`config.mk`:
```
export PLATFORM = sky130hd
export DESIGN_NAME = joystick_gesture_decoder
export DESIGN_NICKNAME = d
export VERILOG_FILES = /design/src/rtl/joystick_gesture_decoder.sv
export SDC_FILE = /design/constraint.sdc
export NUM_CORES = 1
export LEC_CHECK = 0
export ABC_CLOCK_PERIOD_IN_PS = 5300
export CELL_PAD_IN_SITES_DETAIL_PLACEMENT = 1
export CELL_PAD_IN_SITES_GLOBAL_PLACEMENT = 2
export CORE_UTILIZATION = 39
export CTS_BUF_LIST = sky130_fd_sc_hd__clkbuf_16
export DETAILED_ROUTE_END_ITERATION = 10
export PLACE_DENSITY_LB_ADDON = 0.1
export SYNTH_ARGS = -nofsm -noshare
export SYNTH_HDL_FRONTEND = slang
export SYNTH_HIERARCHICAL = 1
export SYNTH_SLANG_ARGS = --single-unit
```
`constraint.sdc`:
```
create_clock -name clk -period 5.3 [get_ports clk]
set_input_delay 1.325 -clock clk [delete_from_list [all_inputs] [get_ports clk]]
set_output_delay 1.325 -clock clk [all_outputs]
set_load 0.005 [all_outputs]
```
`src/rtl/joystick_gesture_decoder.sv`:
```
// rtl/joystick_gesture_decoder.sv - debounced joystick/button gesture tokens
// over a single-entry valid/ready output.

module joystick_gesture_axis #(
  parameter int       HI_TH       = 768,
  parameter int       LO_TH       = 256,
  parameter int       NEU_HI      = 640,
  parameter int       NEU_LO      = 384,
  parameter int       HOLD_CYCLES = 500000,
  parameter int       CNT_W       = 20,
  parameter logic [2:0] CODE_HI   = 3'd2,
  parameter logic [2:0] CODE_LO   = 3'd1
) (
  input  logic       clk,
  input  logic       reset,
  input  logic [9:0] v,
  output logic       emit,
  output logic [2:0] emit_code,
  output logic       neutral
);
  typedef enum logic [1:0] {NEUTRAL, QUAL, ACTIVE, RELEASE} state_t;

  localparam logic [9:0]       HI_V   = 10'(HI_TH);
  localparam logic [9:0]       LO_V   = 10'(LO_TH);
  localparam logic [9:0]       NHI_V  = 10'(NEU_HI);
  localparam logic [9:0]       NLO_V  = 10'(NEU_LO);
  localparam logic [CNT_W-1:0] LAST   = CNT_W'(HOLD_CYCLES - 1);
  localparam logic [CNT_W-1:0] ONE    = CNT_W'(1);

  state_t           state, state_d;
  logic [CNT_W-1:0] cnt, cnt_d;
  logic             side, side_d;
  logic             emit_q, emit_d;
  logic             beyond_hi, beyond_lo, beyond, in_band;

  assign beyond_hi = (v >= HI_V);
  assign beyond_lo = (v <= LO_V);
  assign beyond    = side ? beyond_hi : beyond_lo;
  assign in_band   = (v >= NLO_V) && (v <= NHI_V);

  always_ff @(posedge clk) begin
    if (reset) begin
      state  <= RELEASE;
      cnt    <= '0;
      side   <= 1'b0;
      emit_q <= 1'b0;
    end else begin
      state  <= state_d;
      cnt    <= cnt_d;
      side   <= side_d;
      emit_q <= emit_d;
    end
  end

  // The counter value is tested before incrementing, so the transition lands on
  // the edge that consumes the HOLD_CYCLES-th qualifying sample.
  always_comb begin
    state_d = state;
    cnt_d   = cnt;
    side_d  = side;
    emit_d  = 1'b0;
    case (state)
      NEUTRAL: begin
        if (beyond_hi || beyond_lo) begin
          side_d  = beyond_hi;
          cnt_d   = ONE;
          state_d = QUAL;
        end
      end
      QUAL: begin
        if (!beyond) begin
          cnt_d   = '0;
          state_d = NEUTRAL;
        end else if (cnt >= LAST) begin
          cnt_d   = '0;
          emit_d  = 1'b1;
          state_d = ACTIVE;
        end else begin
          cnt_d = cnt + ONE;
        end
      end
      ACTIVE: begin
        if (in_band) begin
          cnt_d   = ONE;
          state_d = RELEASE;
        end
      end
      RELEASE: begin
        if (!in_band) begin
          cnt_d = '0;
        end else if (cnt >= LAST) begin
          cnt_d   = '0;
          state_d = NEUTRAL;
        end else begin
          cnt_d = cnt + ONE;
        end
      end
      default: state_d = RELEASE;
    endcase
  end

  always_comb begin
    emit      = emit_q;
    emit_code = side ? CODE_HI : CODE_LO;
    neutral   = (state == NEUTRAL);
  end
endmodule

module joystick_gesture_decoder #(
  parameter int HI_TH       = 768,
  parameter int LO_TH       = 256,
  parameter int NEU_HI      = 640,
  parameter int NEU_LO      = 384,
  parameter int HOLD_CYCLES = 500000,
  parameter int CNT_W       = 20
) (
  input  logic       clk,
  input  logic       reset,
  input  logic [9:0] x_pos,
  input  logic [9:0] y_pos,
  input  logic       btn,
  output logic       gest_valid,
  output logic [2:0] gest_code,
  input  logic       gest_ready,
  output logic       gest_drop,
  output logic       stick_neutral
);
  localparam logic [CNT_W-1:0] LAST = CNT_W'(HOLD_CYCLES - 1);
  localparam logic [CNT_W-1:0] ONE  = CNT_W'(1);

  logic [9:0]       x_q, y_q;
  logic             btn_q, btn_db, btn_emit;
  logic [CNT_W-1:0] btn_cnt;
  logic             x_emit, y_emit, x_neutral, y_neutral;
  logic [2:0]       x_code, y_code, win_code;
  logic             any_emit, multi_emit, can_load;

  always_ff @(posedge clk) begin
    if (reset) begin
      x_q   <= 10'd512;
      y_q   <= 10'd512;
      btn_q <= 1'b0;
    end else begin
      x_q   <= x_pos;
      y_q   <= y_pos;
      btn_q <= btn;
    end
  end

  joystick_gesture_axis #(
    .HI_TH(HI_TH), .LO_TH(LO_TH), .NEU_HI(NEU_HI), .NEU_LO(NEU_LO),
    .HOLD_CYCLES(HOLD_CYCLES), .CNT_W(CNT_W), .CODE_HI(3'd2), .CODE_LO(3'd1)
  ) u_x (
    .clk(clk), .reset(reset), .v(x_q),
    .emit(x_emit), .emit_code(x_code), .neutral(x_neutral)
  );

  joystick_gesture_axis #(
    .HI_TH(HI_TH), .LO_TH(LO_TH), .NEU_HI(NEU_HI), .NEU_LO(NEU_LO),
    .HOLD_CYCLES(HOLD_CYCLES), .CNT_W(CNT_W), .CODE_HI(3'd3), .CODE_LO(3'd4)
  ) u_y (
    .clk(clk), .reset(reset), .v(y_q),
    .emit(y_emit), .emit_code(y_code), .neutral(y_neutral)
  );

  // Only a debounced rising edge produces a token; release is silent.
  always_ff @(posedge clk) begin
    if (reset) begin
      btn_db   <= 1'b0;
      btn_cnt  <= '0;
      btn_emit <= 1'b0;
    end else begin
      btn_emit <= 1'b0;
      if (btn_q != btn_db) begin
        if (btn_cnt >= LAST) begin
          btn_db   <= btn_q;
          btn_cnt  <= '0;
          btn_emit <= btn_q;
        end else begin
          btn_cnt <= btn_cnt + ONE;
        end
      end else begin
        btn_cnt <= '0;
      end
    end
  end

  always_comb begin
    win_code = 3'd0;
    if (btn_emit)    win_code = 3'd5;
    else if (y_emit) win_code = y_code;
    else if (x_emit) win_code = x_code;
    any_emit   = btn_emit | y_emit | x_emit;
    multi_emit = (btn_emit & y_emit) | (btn_emit & x_emit) | (y_emit & x_emit);
    can_load   = !gest_valid || gest_ready;
  end

  always_ff @(posedge clk) begin
    if (reset) begin
      gest_valid    <= 1'b0;
      gest_code     <= 3'd0;
      gest_drop     <= 1'b0;
      stick_neutral <= 1'b0;
    end else begin
      gest_drop     <= any_emit && (!can_load || multi_emit);
      stick_neutral <= x_neutral & y_neutral;
      if (any_emit && can_load) begin
        gest_valid <= 1'b1;
        gest_code  <= win_code;
      end else if (gest_valid && gest_ready) begin
        gest_valid <= 1'b0;
        gest_code  <= 3'd0;
      end
    end
  end
endmodule

```
# Yosys cells after proc, flatten, opt, wreduce, memory -nomap -nowiden
# Cells that the tools add are included.
dict set report classes {
  n_lt_le_gt_ge 11
  n_mux 39
  n_reduce_logical 25
  eq_ne 17
  bitwise_logic 14
  n_addsub 3
}
# op n
set ops {}
lappend ops {{two-way mux 20 bit} 10}
lappend ops {{one-hot mux 20 bit (4 select lines)} 2}
lappend ops {{adder 20 x 1 -> 20 bit (second input constant)} 3}
lappend ops {{>= comparator 20 x 19 -> 1 bit (second input constant)} 3}
lappend ops {{two-way mux 2 bit} 13}
lappend ops {{>= comparator 10 bit (second input constant)} 2}
lappend ops {{>= comparator 10 x 9 -> 1 bit (second input constant)} 2}
lappend ops {{less-or-equal comparator 10 bit (second input constant)} 2}
lappend ops {{less-or-equal comparator 10 x 9 -> 1 bit (second input constant)} 2}
lappend ops {{two-way mux 3 bit} 6}
lappend ops {{!= test 2 x 1 -> 1 bit (second input constant)} 8}
lappend ops {{one-hot mux 2 bit (4 select lines)} 2}
lappend ops {{OR reduction 3 bit} 4}
lappend ops {{AND reduction 2 bit} 5}
lappend ops {{AND reduction 5 bit} 2}
lappend ops {{== test 2 bit (second input constant)} 4}
lappend ops {{two-way mux 1 bit} 6}
lappend ops {{!= test 3 bit (second input constant)} 2}
lappend ops {{inverter 1 bit} 6}
lappend ops {{logical AND 1 bit} 5}
lappend ops {{AND 1 bit} 4}
lappend ops {{== test 2 x 1 -> 1 bit (second input constant)} 2}
lappend ops {{logical NOT 2 bit} 2}
lappend ops {{logical OR 1 bit} 4}
lappend ops {{4 further kinds} 8}
dict set report totals {
  elab_cells 127
  inputBits 24
  output_inout_bits 6
  regBits 97
}

# Depth between registers and ports, before layout
# Gate-level depths: netlist of run 1.
dict set report depth {
  word_depth 5
  mapped_depth 9
  depth_no_buf 7
}

# Cells and area by module
# The synthesis of run 1 kept the hierarchy.
# module area_each_um2 seq_area_each_um2 instances cells_per_inst
set modules_own_cells {}
lappend modules_own_cells {joystick_gesture_decoder 1825.5 980.9 1 193}
lappend modules_own_cells {{joystick_gesture_axis (u_x)} 1585.3 480.5 1 195}
lappend modules_own_cells {{joystick_gesture_axis (u_y)} 1460.2 480.5 1 177}

# Least setup slack after synthesis of run 1
# Ideal clock, no wire load.
dict set report synth_timing {
  path_kind {in2reg}
  startpoint {in reset}
  endpoint {reg u_x.cnt[7]}
  t_required_ns 5.241
  path_slack_ns 2.809
  cell_stages 5
  arrival_time_ns 2.431
  path_buffers 2
  setup_time_ns 0.059
  path_cell_list {clkbuf_1 -> a211o_1 -> clkbuf_2 -> o41ai_2 -> o31a_1}
}
# element line
set synth_lines {}
lappend synth_lines {{start: declaration} 118} ;# input logic reset,
lappend synth_lines {{end signal: assignment} 49} ;# cnt <= cnt_d;
lappend synth_lines {{end: declaration} 31} ;# logic [CNT_W-1:0] cnt, cnt_d;

# Worst setup path after layout of run 1
dict set report layout_timing {
  startpoint {reg gest_valid}
  endpoint {out gest_valid}
}
# element line
set layout_lines {}
lappend layout_lines {{start: declaration} 122} ;# output logic gest_valid,
lappend layout_lines {{start signal: assignment} 200} ;# gest_valid <= 1'b0;
lappend layout_lines {{start signal: assignment} 208} ;# gest_valid <= 1'b1;
lappend layout_lines {{start signal: assignment} 211} ;# gest_valid <= 1'b0;
# No word-level cell between the ends.

==> run_results.csv, run 1 <==
group,metric,value,unit
run_status,outcome,"finished clean",
finish,area_growth_syn_to_layout,12.97,%
worst_setup_path,worstPathArrival,1.22,ns
clocking,numCtsBuffers,9,
finish,fillers,1456,
place,dpl.hpwl,8.309,mm
die,die_h,113.8,um
clocking,hold_buffers,0,
power,p_sw_share,23.01,%
synthesis,ys_warn_count,6,
sta,rsz0062_at_grt,"false",
routing,drc_errors,0,
sta,skew,0.008817,ns
clocking,cts_root_buf,"clkbuf_16",
worst_setup_path,crit_type,"reg -> out",
sta,layout_min_cycle_time,2.548,ns
global_route,antenna_found_initial,0,
synthesis,yosysSeqAreaShare,39.87,%
routing,drtPass1Iterations,4,
power,p_leak,0.001882,uW
clocking,tritoncts,"built",
routing,drt-initial-drc-count,172,
synthesis,ys_ff_latch,97,
clocking,cts_setup_buffers,0,
place,dp.cells,731,
clocking,ctsResizeCount,0,
hold_path,min-delay-path-class,"reg -> reg",
synthesis,synth.distinct_cells,80,
worst_setup_path,cp_top_family,"buffers and inverters",
die,core-area,12110,um^2
power,power_switching,359.9,uW
finish,antenna-diode-count,0,
hold_path,hp-start,"btn_cnt[0]",
global_route,grt_start_max_net_pins,45,
power,power,1564,uW
die,die_x,113.8,um
routing,via_per_inst,5.598,
power,p_seq_share,48.3,%
die,ios,30,
finish,instances_no_fill,747,
sta,whs,0.4469,ns
routing,routed_wl,11.80,mm
job,max_cap_viol_count,0,
die,dieArea,12940,um^2
routing,wire_per_inst,15.80,um
synthesis,yosys.area.top_type_share,39.87,%
worst_setup_path,cp-end-kind,"output pin",
synthesis,synth_top_area_cell,"dfxtp_1",
routing,met3WireLength,179,um
die,rows,40,
synthesis,syn-num-nets,592,
sta,setup_viol,0,
worst_setup_path,r2r_end,"u_x/cnt[12]",
clocking,insertion_delay,0.35,ns
global_route,track_usage,19.86,%
routing,routed-wl-met2,5.652,mm
sta,final-max-slew-violation-count,0,
power,pwr-share-clk,45.2,%
place,gp_congestion,0.7700,
sta,hold_violations,0,
synthesis,synth_edf_count,0,
synthesis,synth_ff_type,"dfxtp_1",
sta,fmax,0.3925,GHz
routing,vias,4182,
synthesis,syn_inst,565,
global_route,grt_overflow_total,0,
synthesis,yosys-top-cells-area,"dfxtp_1 (40%), nor2b_1 (3.5%), nor3_1 (3.2%), nand2_1 (3.1%), nor2_1 (3.0%)",
clocking,clk_path_buf_depth,2,
synthesis,syn_area,4871,um^2
worst_setup_path,crit_slowest_cell,"clkdlybuf4s50_1",
power,p_int,1204,uW
finish,nNetsFinal,601,
routing,ant_nets,0,
worst_setup_path,regToRegStartpoint,"x_q[9]",
sta,setup_tns,0,ns
synthesis,avgSynthCellArea,8.621,um^2
power,power_density,284.2,nW/um^2
sta,timing.final.crit_share,48.07,%
power,comb_power_share,6.5,%
worst_setup_path,reg2reg_slack,2.82,ns
routing,routedLengthMet1,5.782,mm
die,start_util,40.22,%
worst_setup_path,start_kind,"register",
finish,layout_common_cells,"dfxtp_1 (97), nand2_1 (40), nor2_1 (39)",
worst_setup_path,crit_chain,"clkdlybuf4s50_1",
synthesis,synthArstFlopShare,0,%
sta,tightest_slew,1.212,ns
worst_setup_path,cp_data_required_time,3.97,ns
clocking,h-tree-depth,3,
power,vdd_drop_max,106.1,uV
clocking,cts.sinks,97,
worst_setup_path,cp_max_fo,4,
global_route,grt_pass1_vias,4289,
clocking,clk_pin_slew,0.07,ns
hold_path,holdPathEnd,"btn_cnt[0]",
finish,mostFrequentLayoutCell,"dfxtp_1",
global_route,grt_pass1_wl,20.69,mm
routing,highest_layer,"met4",
worst_setup_path,r2r_cells,5,
worst_setup_path,worst-path-buf-inv,1,
finish,final_core_util,45.43,%
sta,max-slew-margin-rel,19.00,%
finish,drive_above_1_share,7.772,%
place,io_buffer_count,29,
worst_setup_path,critPathMaxStageDelay,0.51,ns
hold_path,whs_path_depth,1,
[cell families after synthesis]
| logic type | Yosys count | share of synthesized area [%] |
|---|---|---|
| other cells | 2 | 0.1542 |
| compound gates | 136 | 20.99 |
| mux | 2 | 0.4110 |
| buf+inv | 52 | 5.522 |
| simple gates | 258 | 29.57 |
| flops | 97 | 39.87 |
| xor+xnor | 14 | 2.517 |
| fa+ha+maj | 4 | 0.9762 |
[flip-flops by register name, summed over array words and instances, names as in the netlist, named ones only]
signal         cells
u_x/emit           1
u_x/side           1
u_y/cnt           20
u_y/emit           1
gest_valid         1
y_q               10
gest_drop          1
stick_neutral      1
gest_code          3
u_y/state          1
u_x/state          1
btn_cnt           20
u_y/side           1
u_x/cnt           20
btn_db             1
btn_q              1
btn_emit           1
x_q               10
[cell type report]
class                           count  area (um^2)  share of cell area (%)
Multi-Input combinational cell    416         2660                   48.34
Sequential cell                    97         1942                   35.29
Timing Repair Buffer               31        300.3                   5.457
Clock buffer                        9        225.2                   4.093
Tap cell                          168        210.2                   3.820
Clock inverter                      7        93.84                   1.705
Inverter                           19        71.32                   1.296
[routing by layer]
metal	GRT usage (%)	vias up
met5	0	-
met4	8.246	0
met3	2.604	11
met2	33.41	27
met1	25.65	2059
li1	-	2085
[stage by stage]
step,setup WS [ns],cell area (um^2)
6_report,2.752,5503
5_1_grt,2.622,5503
4_1_cts,2.736,5503
3_5_place_dp,2.448,5184
3_3_place_gp,2.528,5184
2_1_floorplan,2.809,4871
[how the worst max path moves through the flow]
stage               start  cells after the start          end  slack, ns
2_1_floorplan       reset                      5   u_x/cnt[7]       2.81
3_3_place_gp        reset                      4  btn_cnt[12]       2.53
3_5_place_dp        reset                      4   btn_cnt[4]       2.45
4_1_cts        gest_valid                      1   gest_valid       2.74
5_1_grt            x_q[9]                      5  u_x/cnt[13]       2.62
6_report       gest_valid                      1   gest_valid       2.75
[Yosys cell counts (8+ instances only)]
master,n
a21oi_1,27
o21ai_0,16
inv_1,18
nand2b_1,14
nand3_1,19
nor3_1,31
nor4_1,9
dfxtp_1,97
clkbuf_1,15
o211ai_1,8
nor2_1,39
nand2_1,40
xnor2_1,8
nor2b_1,27
nand4_1,17
and2_1,11
a31oi_1,11
and3_1,10
[power groups by stage]
stage | registers, uW | clock network (uW) | logic (uW)
after floorplan | 768 | 0 | 73.9
after global placement | 771 | 0 | 98.6
after detailed placement | 772 | 0 | 102
after CTS | 755 | 724 | 102
after global routing | 757 | 753 | 112
final | 755 | 708 | 101
Note: power is estimated with default switching activity, not from simulation.
==> inputs of run 2 (changes only) <==
--- a/config.mk
+++ b/config.mk
@@ -5,10 +5,10 @@
 export SDC_FILE = /design/constraint.sdc
 export NUM_CORES = 1
 export LEC_CHECK = 0
-export ABC_CLOCK_PERIOD_IN_PS = 5300
+export ABC_CLOCK_PERIOD_IN_PS = 2600
 export CELL_PAD_IN_SITES_DETAIL_PLACEMENT = 1
 export CELL_PAD_IN_SITES_GLOBAL_PLACEMENT = 2
-export CORE_UTILIZATION = 39
+export CORE_UTILIZATION = 37
 export CTS_BUF_LIST = sky130_fd_sc_hd__clkbuf_16
 export DETAILED_ROUTE_END_ITERATION = 10
 export PLACE_DENSITY_LB_ADDON = 0.1
==> constraint.sdc (replaced) <==
create_clock -name clk -period 2.6 [get_ports clk]
set_input_delay 0.65 -clock clk [delete_from_list [all_inputs] [get_ports clk]]
set_output_delay 0.65 -clock clk [all_outputs]
set_load 0.005 [all_outputs]
==> run 2 against run 1 <==
  * Flip-flop and latch count did not move
  * Highest routed layer unchanged
  * Hold slack improved by 0.011 ns
  * First-iteration DRC count grew 1.2%
  * Wire length increased by 2.8%
==> run_results.csv, run 2 (synthesized netlist as in run 1, its figures left out) <==
group,metric,value,unit
routing,wire_per_inst,15.97,um
place,gp_congestion,0.7701,
die,start_util,38.29,%
global_route,grt_pass1_vias,3959,
worst_setup_path,critPathMaxStageDelay,0.48,ns
global_route,grt_start_max_net_pins,28,
clocking,insertion_delay,0.35,ns
global_route,antenna_found_initial,0,
clocking,cts_setup_buffers,0,
sta,final-max-slew-violation-count,0,
sta,whs,0.4574,ns
worst_setup_path,cp_top_family,"compound AO/OA/AOI/OAI gates",
power,p_seq_share,49.0,%
power,comb_power_share,6.6,%
die,die_x,116.7,um
clocking,clk_pin_slew,0.07,ns
routing,drc_errors,0,
worst_setup_path,worst-path-buf-inv,1,
finish,mostFrequentLayoutCell,"dfxtp_1",
die,core-area,12720,um^2
die,ios,30,
power,p_int,2441,uW
sta,layout_min_cycle_time,2.207,ns
die,die_h,116.7,um
job,max_cap_viol_count,0,
worst_setup_path,crit_slowest_cell,"a311o_2",
worst_setup_path,start_kind,"register",
worst_setup_path,cp_data_required_time,2.87,ns
sta,skew,0.003993,ns
finish,antenna-diode-count,0,
sta,setup_viol,0,
sta,setup_tns,0,ns
power,power_density,564.9,nW/um^2
worst_setup_path,worstPathArrival,2.48,ns
power,p_leak,0.001934,uW
worst_setup_path,cp-end-kind,"register",
sta,fmax,0.4532,GHz
power,vdd_drop_max,307.4,uV
clocking,cts.sinks,97,
worst_setup_path,crit_type,"reg -> reg",
finish,fin_area,5565,um^2
finish,final_core_util,43.75,%
routing,ant_nets,0,
global_route,grtUsageMet2,31.16,%
global_route,grt_overflow_total,0,
place,placed_area,5264,um^2
clocking,h-tree-depth,3,
sta,timing.final.crit_share,84.87,%
clocking,numCtsBuffers,9,
routing,via_per_inst,5.564,
clocking,hold_buffers,0,
run_status,outcome,"finished clean",
sta,max-slew-margin-rel,49.21,%
routing,vias,4229,
global_route,track_usage,18.88,%
die,dieArea,13630,um^2
power,p_sw_share,22.36,%
global_route,use_met3,4.826,%
sta,rsz0062_at_grt,"false",
finish,drive_above_1_share,8.844,%
power,power_switching,703.1,uW
finish,area_growth_syn_to_layout,14.26,%
clocking,ctsResizeCount,0,
hold_path,min-delay-path-class,"reg -> reg",
finish,largestRegisters,"btn_cnt x20, u_x/cnt x20, u_y/cnt x20",
finish,layout_common_cells,"dfxtp_1 (97), nand2_1 (40), nor2_1 (39)",
routing,routed_wl,12.14,mm
place,io_buffer_count,29,
worst_setup_path,cp_max_fo,21,
worst_setup_path,crit_chain,"nor3_1 -> nand2_1 -> a311o_2 -> a21oi_4 -> buf_4 -> nand2b_1 -> a31oi_1",
clocking,tritoncts,"built",
global_route,top_usage_layer,"met2",
global_route,met1_usage,24.30,%
clocking,cts_root_buf,"clkbuf_16",
place,dpl.hpwl,8.736,mm
power,pwr-share-clk,44.3,%
die,rows,41,
global_route,grt_pass1_wl,19.87,mm
sta,tightest_slew,0.7618,ns
routing,drtPass1Iterations,4,
clocking,clk_path_buf_depth,2,
finish,nNetsFinal,611,
routing,drt-initial-drc-count,174,
sta,hold_violations,0,
[run 2: power groups by stage]
stage	clock (uW)	combinational [uW]	sequential [uW]
detailed placement	0	210	1570
CTS	1440	211	1540
global placement	0	206	1570
global route	1510	229	1540
floorplan	0	151	1560
finish	1390	209	1540
[run 2: final timing paths]
check        cells past startpoint        from           to  slack [ns]
min reg2reg                      1  btn_cnt[0]   btn_cnt[0]        0.46
min                              1  btn_cnt[0]   btn_cnt[0]        0.46
max reg2reg                      7      y_q[0]  u_y/cnt[10]        0.39
max                              7      y_q[0]  u_y/cnt[10]        0.39
[run 2: metal layers]
| metal | wire [um] | vias up |
|---|---|---|
| li1 | - | 2112 |
| met4 | 133 | 0 |
| met1 | 5959 | 2068 |
| met3 | 299 | 14 |
| met2 | 5744 | 35 |
| met5 | 0 | - |
[run 2: per-stage QoR]
| step | setup WS [ns] | instances | total power, uW |
|---|---|---|---|
| final | 0.3934 | 760 | 3144 |
| after global routing | 0.1989 | 760 | 3279 |
| after CTS | 0.3328 | 760 | 3192 |
| after detailed placement | 0.3381 | 745 | 1784 |
| after global placement | 0.4643 | 745 | 1780 |
| after floorplan | 0.5732 | 565 | 1715 |
[run 2: area by class of cell]
cell class                 instances  area, um^2
sequential                        97        1942
fill                            1547        7157
timing repair buffer              41       375.4
clock inverter                     6       76.32
multi-input combinational        416        2660
inverter                          19       71.32
clock buffer                       9       225.2
tap                              172       215.2
